===== src/rtl/pipe_ctrl_pkg.sv =====
// Shared definitions for the pipeline hazard controller.
//   FWD_*      : E-stage operand select encodings
//   state_e    : scheduler FSM states
//   MAX_STALL  : longest stall any single hazard can demand
//   reg_hit()  : "does stage S write register X that D/E actually reads"
package pipe_ctrl_pkg;

  localparam logic [1:0] FWD_REG = 2'b00;
  localparam logic [1:0] FWD_WB  = 2'b01;
  localparam logic [1:0] FWD_MEM = 2'b10;

  localparam int MAX_STALL = 2;

  typedef enum logic {RUN = 1'b0, STALL = 1'b1} state_e;

  // $0 is hardwired zero, so a write to it never creates a dependency.
  function automatic logic reg_hit(input logic       wr,
                                   input logic [4:0] wreg,
                                   input logic [4:0] src,
                                   input logic       en);
    return wr & en & (wreg == src) & (src != 5'd0);
  endfunction

endpackage


===== src/rtl/hazard_ctrl_fwd_sel.sv =====
// E-stage forwarding select for one source operand.
//   src_i              : source register of the E instruction
//   wreg_m_i/regwr_m_i : M-stage destination and write enable
//   wreg_w_i/regwr_w_i : W-stage destination and write enable
//   sel_o              : FWD_MEM / FWD_WB / FWD_REG
module fwd_sel
  import pipe_ctrl_pkg::*;
(
  input  logic [4:0] src_i,
  input  logic [4:0] wreg_m_i,
  input  logic       regwr_m_i,
  input  logic [4:0] wreg_w_i,
  input  logic       regwr_w_i,
  output logic [1:0] sel_o
);

  // M holds the younger result, so it wins over W.
  always_comb begin
    sel_o = FWD_REG;
    if (reg_hit(regwr_m_i, wreg_m_i, src_i, 1'b1))      sel_o = FWD_MEM;
    else if (reg_hit(regwr_w_i, wreg_w_i, src_i, 1'b1)) sel_o = FWD_WB;
  end

endmodule


===== src/rtl/hazard_ctrl.sv =====
// Pipeline hazard scheduler for the 5-stage CPU.
// Detects load-use and branch-operand hazards, sequences stall cycles via a
// RUN/STALL FSM, and drives the stall/flush controls and forwarding selects.
//   clk, rst_n               : clock, async active-low reset
//   rs_D/rt_D/use_*/branch_D/zero_D : D-stage instruction info
//   rs_E/rt_E, wreg_*/regwr_*/memtoreg_* : downstream stage info
//   pc_en_F, if_id_wr, if_id_flush, id_ex_flush : pipeline controls
//   fwd_rs_E/fwd_rt_E        : E operand selects; fwd_rs_D/fwd_rt_D : D compare selects
//   stall_cnt/flush_cnt      : saturating performance counters
module hazard_ctrl
  import pipe_ctrl_pkg::*;
#(
  parameter int CNT_W = 32
) (
  input  logic             clk,
  input  logic             rst_n,
  input  logic [4:0]       rs_D,
  input  logic [4:0]       rt_D,
  input  logic             use_rs_D,
  input  logic             use_rt_D,
  input  logic             branch_D,
  input  logic             zero_D,
  input  logic [4:0]       rs_E,
  input  logic [4:0]       rt_E,
  input  logic [4:0]       wreg_E,
  input  logic [4:0]       wreg_M,
  input  logic [4:0]       wreg_W,
  input  logic             regwr_E,
  input  logic             regwr_M,
  input  logic             regwr_W,
  input  logic             memtoreg_E,
  input  logic             memtoreg_M,
  output logic             pc_en_F,
  output logic             if_id_wr,
  output logic             if_id_flush,
  output logic             id_ex_flush,
  output logic [1:0]       fwd_rs_E,
  output logic [1:0]       fwd_rt_E,
  output logic             fwd_rs_D,
  output logic             fwd_rt_D,
  output logic [CNT_W-1:0] stall_cnt,
  output logic [CNT_W-1:0] flush_cnt
);

  state_e           state_q, state_d;
  logic [1:0]       rem_q, rem_d;
  logic [CNT_W-1:0] stall_cnt_q, stall_cnt_d;
  logic [CNT_W-1:0] flush_cnt_q, flush_cnt_d;

  logic       hit_e_rs, hit_e_rt, hit_m_rs, hit_m_rt, hit_e, hit_m;
  logic [1:0] need;
  logic       stall, flush;
  logic [1:0] sel_rs_e, sel_rt_e;

  // ---------------- hazard detect ----------------
  assign hit_e_rs = reg_hit(regwr_E, wreg_E, rs_D, use_rs_D);
  assign hit_e_rt = reg_hit(regwr_E, wreg_E, rt_D, use_rt_D);
  assign hit_m_rs = reg_hit(regwr_M, wreg_M, rs_D, use_rs_D);
  assign hit_m_rt = reg_hit(regwr_M, wreg_M, rt_D, use_rt_D);
  assign hit_e    = hit_e_rs | hit_e_rt;
  assign hit_m    = hit_m_rs | hit_m_rt;

  // Overlapping hazards resolve in parallel, so the demand is the max.
  // The only 2-cycle case is a branch on a load still in E; it is tested
  // last so it overrides any 1-cycle demand.
  always_comb begin
    need = 2'd0;
    if (branch_D & memtoreg_M & hit_m)  need = 2'd1;
    if (memtoreg_E & hit_e)             need = 2'd1;
    if (branch_D & hit_e & ~memtoreg_E) need = 2'd1;
    if (branch_D & hit_e & memtoreg_E)  need = 2'(MAX_STALL);
  end

  // ---------------- FSM ----------------
  always_comb begin
    state_d = state_q;
    rem_d   = rem_q;
    stall   = 1'b0;
    case (state_q)
      RUN: begin
        if (need != 2'd0) begin
          stall   = 1'b1;
          rem_d   = need - 2'd1;
          state_d = (need > 2'd1) ? STALL : RUN;
        end
      end
      STALL: begin
        // Hazard inputs are ignored here: the stall length was fixed on entry.
        stall   = 1'b1;
        rem_d   = rem_q - 2'd1;
        state_d = (rem_q <= 2'd1) ? RUN : STALL;
      end
      default: begin
        state_d = RUN;
        rem_d   = 2'd0;
      end
    endcase
    // Outputs sit at their idle values for as long as reset is held.
    stall = stall & rst_n;
  end

  always_ff @(posedge clk or negedge rst_n) begin
    if (!rst_n) begin
      state_q <= RUN;
      rem_q   <= 2'd0;
    end else begin
      state_q <= state_d;
      rem_q   <= rem_d;
    end
  end

  // ---------------- output decode ----------------
  // A taken branch held by a stall only flushes once the stall releases.
  assign flush       = rst_n & branch_D & zero_D & ~stall;
  assign pc_en_F     = ~stall;
  assign if_id_wr    = ~stall;
  assign id_ex_flush = stall;
  assign if_id_flush = flush;

  // Branch compare can only take M alu_out; load data is not ready yet.
  assign fwd_rs_D = rst_n & hit_m_rs & ~memtoreg_M;
  assign fwd_rt_D = rst_n & hit_m_rt & ~memtoreg_M;

  fwd_sel u_fwd_rs (
    .src_i    (rs_E),
    .wreg_m_i (wreg_M),
    .regwr_m_i(regwr_M),
    .wreg_w_i (wreg_W),
    .regwr_w_i(regwr_W),
    .sel_o    (sel_rs_e)
  );

  fwd_sel u_fwd_rt (
    .src_i    (rt_E),
    .wreg_m_i (wreg_M),
    .regwr_m_i(regwr_M),
    .wreg_w_i (wreg_W),
    .regwr_w_i(regwr_W),
    .sel_o    (sel_rt_e)
  );

  assign fwd_rs_E = rst_n ? sel_rs_e : FWD_REG;
  assign fwd_rt_E = rst_n ? sel_rt_e : FWD_REG;

  // ---------------- saturating counters ----------------
  always_comb begin
    stall_cnt_d = stall_cnt_q;
    flush_cnt_d = flush_cnt_q;
    if (stall && (stall_cnt_q != '1)) stall_cnt_d = stall_cnt_q + CNT_W'(1);
    if (flush && (flush_cnt_q != '1)) flush_cnt_d = flush_cnt_q + CNT_W'(1);
  end

  always_ff @(posedge clk or negedge rst_n) begin
    if (!rst_n) begin
      stall_cnt_q <= '0;
      flush_cnt_q <= '0;
    end else begin
      stall_cnt_q <= stall_cnt_d;
      flush_cnt_q <= flush_cnt_d;
    end
  end

  assign stall_cnt = stall_cnt_q;
  assign flush_cnt = flush_cnt_q;

endmodule

===== config.mk =====
export PLATFORM = sky130hd
export DESIGN_NAME = hazard_ctrl
export DESIGN_NICKNAME = d
export VERILOG_FILES = /design/src/rtl/pipe_ctrl_pkg.sv /design/src/rtl/hazard_ctrl_fwd_sel.sv /design/src/rtl/hazard_ctrl.sv
export SDC_FILE = /design/constraint.sdc
export NUM_CORES = 1
export LEC_CHECK = 0
export BUFFER_PORTS_ARGS = -buffer_cell sky130_fd_sc_hd__buf_2
export CAP_MARGIN = 0
export CORE_MARGIN = 1
export CORE_UTILIZATION = 50
export DETAILED_ROUTE_END_ITERATION = 8
export GPL_ROUTABILITY_DRIVEN = 0
export HOLD_SLACK_MARGIN = 0.03
export PLACE_DENSITY = 0.78
export SLEW_MARGIN = 10
export SYNTH_ARGS = -nofsm -noshare
export SYNTH_HDL_FRONTEND = slang
export SYNTH_SLANG_ARGS = --single-unit

===== constraint.sdc =====
create_clock -name clk -period 4.4 [get_ports clk]
set_clock_uncertainty 0.15 [all_clocks]
set_input_delay 0.22 -clock clk [delete_from_list [all_inputs] [get_ports clk]]
set_output_delay 0.22 -clock clk [all_outputs]
set_load 0.1 [all_outputs]

=== After elaboration in Yosys (flattened, before gate mapping) ===
Index checks and enable logic that the tools add are counted.
W data, S select, Z words.

* Add/subtract/negate cells: 4
* Order comparisons: 2
* Eq/ne operators: 11
* Muxes and demuxes: 18
* Bitwise operators: 40
* Reductions and logical operators: 7

{| class="wikitable"
|+ Operators with widths
! cell !! number
|-
| $add A32 B1 Y32 const B || 2
|-
| $ne A32 B32 Y1 const B || 2
|-
| $eq A5 B5 Y1 || 8
|-
| $and A1 B1 Y1 || 34
|-
| $reduce_bool A5 Y1 || 4
|-
| $mux W2 || 8
|-
| $mux W1 || 7
|-
| $not A1 Y1 || 4
|-
| $pmux W1 S2 || 2
|-
| $pmux W2 S2 || 1
|-
| $sub A2 B1 Y2 const B || 2
|-
| $gt A2 B1 Y1 const B || 1
|-
| $le A2 B1 Y1 const B || 1
|-
| $logic_and A1 B1 Y1 || 2
|-
| $ne A2 B2 Y1 const B || 1
|-
| $or A1 B1 Y1 || 2
|-
| $reduce_bool A2 Y1 || 1
|}

* Bits in registers: 67
* Input port bits: 46
* Output and inout bits: 74

=== Longest topological paths before layout ===
* Depth in word-level cells: 16
* Gate-level depth with buffers: 15
* Mapped depth without buffers: 13

=== Modules after synthesis ===
A second synthesis with hierarchy kept.

* Cell total of the unflattened synthesis: 373
* Area, all modules: 3837.4 µm²

{| class="wikitable"
|+ Modules (own cells, without submodules)
! module !! instances !! cells each !! area each (µm²)
|-
| hazard_ctrl || 1 || 337 || 3559.7
|-
| fwd_sel || 2 || 18 || 138.9
|}

=== Least setup slack after synthesis ===
Ideal clock, no wire load.

* Kind: input-to-reg
* From: in rs_D[0]
* To: reg stall_cnt_q[15], in the netlist stall_cnt[15]
* Data arrival time: 4135 ps
* Data required time: 4092 ps
* Slack: -43 ps
* Stages on the path: 13
* Cell sequence: or4_1 o21ai_0 o22ai_1 mux2_1 ha_1 nand2b_4 nand2_1 inv_1 and3_1 and2_1 clkbuf_1 nand4_1 xnor2_1

* Longest elaborated chain between the ends: 14
* Elaborated cells on any way between the ends: 23
* Classes of those cells: eq/ne (2); mux (6); bitwise (12); reduce/logical (3)

{| class="wikitable"
|+ RTL lines
! item !! RTL line !! text
|-
| from (decl) || hazard_ctrl.sv:17 || <nowiki>input logic [4:0] rs_D,</nowiki>
|-
| $eq A5 B5 Y1 || pipe_ctrl_pkg.sv:21 || <nowiki>return wr & en & (wreg == src) & (src != 5'd0);</nowiki>
|-
| $and A1 B1 Y1 (2 in a row) || pipe_ctrl_pkg.sv:21 ||
|-
| $or A1 B1 Y1 || hazard_ctrl.sv:61 || <nowiki>assign hit_m = hit_m_rs | hit_m_rt;</nowiki>
|-
| $and A1 B1 Y1 || hazard_ctrl.sv:68 || <nowiki>if (branch_D & memtoreg_M & hit_m) need = 2'd1;</nowiki>
|-
| $mux W1 || hazard_ctrl.sv:68 ||
|-
| $mux W2 || hazard_ctrl.sv:69 || <nowiki>if (memtoreg_E & hit_e) need = 2'd1;</nowiki>
|-
| $mux W2 || hazard_ctrl.sv:70 || <nowiki>if (branch_D & hit_e & ~memtoreg_E) need = 2'd1;</nowiki>
|-
| $mux W2 (*) || hazard_ctrl.sv:71 || <nowiki>if (branch_D & hit_e & memtoreg_E) need = 2'(MAX_STALL);</nowiki>
|-
| $reduce_bool A2 Y1 (*) || hazard_ctrl.sv:81 || <nowiki>if (need != 2'd0) begin</nowiki>
|-
| $mux W1 (*) || hazard_ctrl.sv:81 ||
|-
| $pmux W1 S2 (*) || hazard_ctrl.sv:79 || <nowiki>case (state_q)</nowiki>
|-
| $and A1 B1 Y1 (*) || hazard_ctrl.sv:99 || <nowiki>stall = stall & rst_n;</nowiki>
|-
| via id_ex_flush || hazard_ctrl.sv:36 || <nowiki>output logic id_ex_flush,</nowiki>
|-
| $logic_and A1 B1 Y1 (*) || hazard_ctrl.sv:149 || <nowiki>if (stall && (stall_cnt_q != '1)) stall_cnt_d = stall_cnt_q + CNT_W'(1);</nowiki>
|-
| to (signal assigned) || hazard_ctrl.sv:158 || <nowiki>stall_cnt_q <= stall_cnt_d;</nowiki>
|-
| to (decl) || hazard_ctrl.sv:47 || <nowiki>logic [CNT_W-1:0] stall_cnt_q, stall_cnt_d;</nowiki>
|}

The timed path passes the listed nets; every way through them passes the cells marked *.
A chain may end at the register's enable or synchronous reset.

=== Worst setup path in the final report ===
* From: in rt_D[0]
* To: reg stall_cnt_q[5], in the netlist stall_cnt[5]

* Longest elaborated chain between the ends: 14
* Elaborated cells on any way between the ends: 23
* Classes of those cells: eq/ne (2); mux (6); bitwise (12); reduce/logical (3)

{| class="wikitable"
|+ RTL lines
! item !! RTL line !! text
|-
| from (decl) || hazard_ctrl.sv:18 || <nowiki>input logic [4:0] rt_D,</nowiki>
|-
| $eq A5 B5 Y1 || pipe_ctrl_pkg.sv:21 ||
|-
| $and A1 B1 Y1 (2 in a row) || pipe_ctrl_pkg.sv:21 ||
|-
| $or A1 B1 Y1 || hazard_ctrl.sv:61 ||
|-
| $and A1 B1 Y1 || hazard_ctrl.sv:68 ||
|-
| $mux W1 || hazard_ctrl.sv:68 ||
|-
| $mux W2 || hazard_ctrl.sv:69 ||
|-
| $mux W2 || hazard_ctrl.sv:70 ||
|-
| $mux W2 (*) || hazard_ctrl.sv:71 ||
|-
| $reduce_bool A2 Y1 (*) || hazard_ctrl.sv:81 ||
|-
| $mux W1 (*) || hazard_ctrl.sv:81 ||
|-
| $pmux W1 S2 (*) || hazard_ctrl.sv:79 ||
|-
| $and A1 B1 Y1 (*) || hazard_ctrl.sv:99 ||
|-
| $logic_and A1 B1 Y1 (*) || hazard_ctrl.sv:149 ||
|}

Every way passes the cells marked *; elsewhere a longest branch is shown, timed or not.

==> impl_metrics.toml <==
[outcome]
outcome = "complete, no violations"

[critical_path]
required_ns = 4.46
endpoint_kind = "flip-flop"
arrival_ns = 3.32
critPathMaxFanout = 6
crit_path_start_kind = "input port"
crit_type = "in -> reg"

[logic_synthesis]
synthMostInstantiatedCell = "xnor2_1"
syn_nets = 428
synth_edf_count = 0
synthTopCellsByArea = "dfrtp_1, xnor2_1, xor2_1"
synth_cells = 378
synth_cell_type_count = 46
async_flop_share_pct = 100
synth-seq-area-share_pct = 43.6
synthFlopType = "dfrtp_1"
netlist_area_um2 = 3840
synth_commonest_cells = "xnor2_1, dfrtp_1, nand3_1"
synth_top_area_cell = "dfrtp_1"
yosys.area.top_type_share_pct = 43.6
ys_warn_count = 0
syn_avg_cell_area_um2 = 10.2
synth_seq_cells = 67

[sta]
slew_headroom_pct = 49.7
finalSetupViolCount = 0
worstMarginPinSlew_ns = 0.748
period_minus_slack_ns = 3.25
drv_slew = 0
fmax_ghz = 0.307
rsz0062_at_grt = "false"
worst_slack_ns = 1.15
period_share_pct = 73.9
finalHoldViolCount = 0

[floorplan]
initial_core_util_pct = 52.4
die_h_um = 89.7
io_pins = 120
rows = 31
dieWidth_um = 89.7
core_area_um2 = 7330
die_area_um2 = 8040

[clocking]
clock_sinks = 67
cts_buffers = 9
clockBufferDepth = 2
cts_tree = "yes"
clk_pin_slew_worst_paths_ns = 0.06
h-tree-depth = 3
ctsRootBufferMaster = "clkbuf_8"
cts_hold_buf = 1
cts_setup_buffers = 0
clk_latency_ns = 0.34
ctsResizeCount = 0

[routing]
dr.pass1.iters = 4
drc = 0
via_count = 3253
vias_per_cell = 5.35
wl_per_cell_um = 14.3
drt_iter0_drc = 147
ant_nets = 0
totalWireLength_mm = 8.69

[placement]
io_buffers = 119
postPlaceCellArea_um2 = 4550
hpwl_mm = 6.72
preCtsSetupSlack_ns = 0.834

[global_routing]
grt_pass1_wl_mm = 13.8
track_usage_pct = 22.4
grt_overflow_total = 0
grt_pass1_vias = 3056
antenna_found_initial = 0
grt_max_degree = 46

[layout]
drive_gt1_share_pct = 31.0
antennaDiodeCount = 0
layout.nets = 554
num-fill-cells = 641
seq_area_um2 = 1680
postLayoutCellArea_um2 = 4770
final_util_pct = 65.1
multi_input_area_um2 = 2120
areaGrowthSynthToFinish_pct = 24.2

[pwr]
p_leak_nw = 2.37
finalPower_mw = 1.74
max-vdd-ir-drop_uv = 372
p_per_area_nw_per_um2 = 364

[worst_hold_path]
hp-class = "in -> reg"

[job]
drv_cap = 0
==> registers in the layout, summed over array words and instances (netlist names) <==
name       cells
state_q        1
rem_q          2
stall_cnt     32
flush_cnt     32
==> through the flow <==
stage | hold WS [ns] | instances | setup TNS (ns)
floorplan | -0.226 | 378 | -0.000591
global placement | 0.122 | 591 | 0
detailed placement | 0.133 | 591 | 0
CTS | 0.0536 | 608 | 0
global route | 0.0696 | 608 | 0
finish | 0.0700 | 608 | 0
==> routing by layer <==
| metal | up-vias | GRT usage [%] | routed length (um) |
|---|---|---|---|
| met5 | - | 0 | 0 |
| met4 | 0 | 10.5 | 230 |
| met3 | 20 | 4.30 | 354 |
| met2 | 93 | 37.2 | 4240 |
| met1 | 1574 | 28.2 | 3860 |
| li1 | 1566 | - | - |
==> cell usage in the layout (no fill, tap or decap), drive strengths merged, types with 3 or more instances in the layout <==
master / count
and4: 3
nand3: 42
nand2: 34
nor3: 14
nand4: 19
xor2: 35
nor2: 23
ha: 4
and2: 5
and3: 11
xnor2: 68
mux2: 4
buf: 120
nor4: 9
clkinv: 3
or4: 4
o21ai: 3
dfrtp: 67
clkbuf: 10
inv: 5
==> path summary, 6_finish.rpt <==
check	startpoint	endpoint	slack, ns	depth (start not counted)
max	rt_D[0]	stall_cnt[5]	1.15	12
min	memtoreg_E	state_q	0.07	3
max reg2reg	flush_cnt[25]	flush_cnt[1]	2.10	5
min reg2reg	flush_cnt[16]	flush_cnt[16]	0.35	1
max in group asynchronous	rst_n	flush_cnt[14]	2.77	3
min in group asynchronous	rst_n	flush_cnt[12]	0.31	2
==> final cells by class <==
type,instances,share of cell area [%]
clock buffers,10,2.67
clock inverters,6,1.89
inverters,6,0.550
multi-input cells,299,44.3
flip-flops and latches,67,35.1
well taps,99,2.60
repair buffers,121,12.8
==> cells by family after synthesis <==
group	Yosys count	share of synthesized area [%]
muxes	5	1.43
adders and majority gates	4	1.30
AOI/OAI and AO/OA	12	2.31
and+or+nand+nor	175	26.5
buffers and inverters	12	1.30
DFF	67	43.6
xor gates and xnor gates	103	23.5
==> where the power goes <==
group,switching [mW],internal [mW],leakage (nW),total [mW]
clock network,0.231,0.320,0.106,0.551
logic,0.361,0.113,1.35,0.474
registers,0.0548,0.658,0.915,0.713
==> worst max-delay path, stage by stage <==
cell and delay, ns:
buf_2 0.12, or4_1 0.51, o21ai_0 0.26, o22ai_1 0.18
mux2_1 0.36, ha_1 0.25, nand2b_4 0.10, nand2_1 0.17
a31oi_1 0.54, nor2b_1 0.30, nand4_1 0.14, xnor2_1 0.14
No activity file was read; power rests on OpenSTA's default activity.
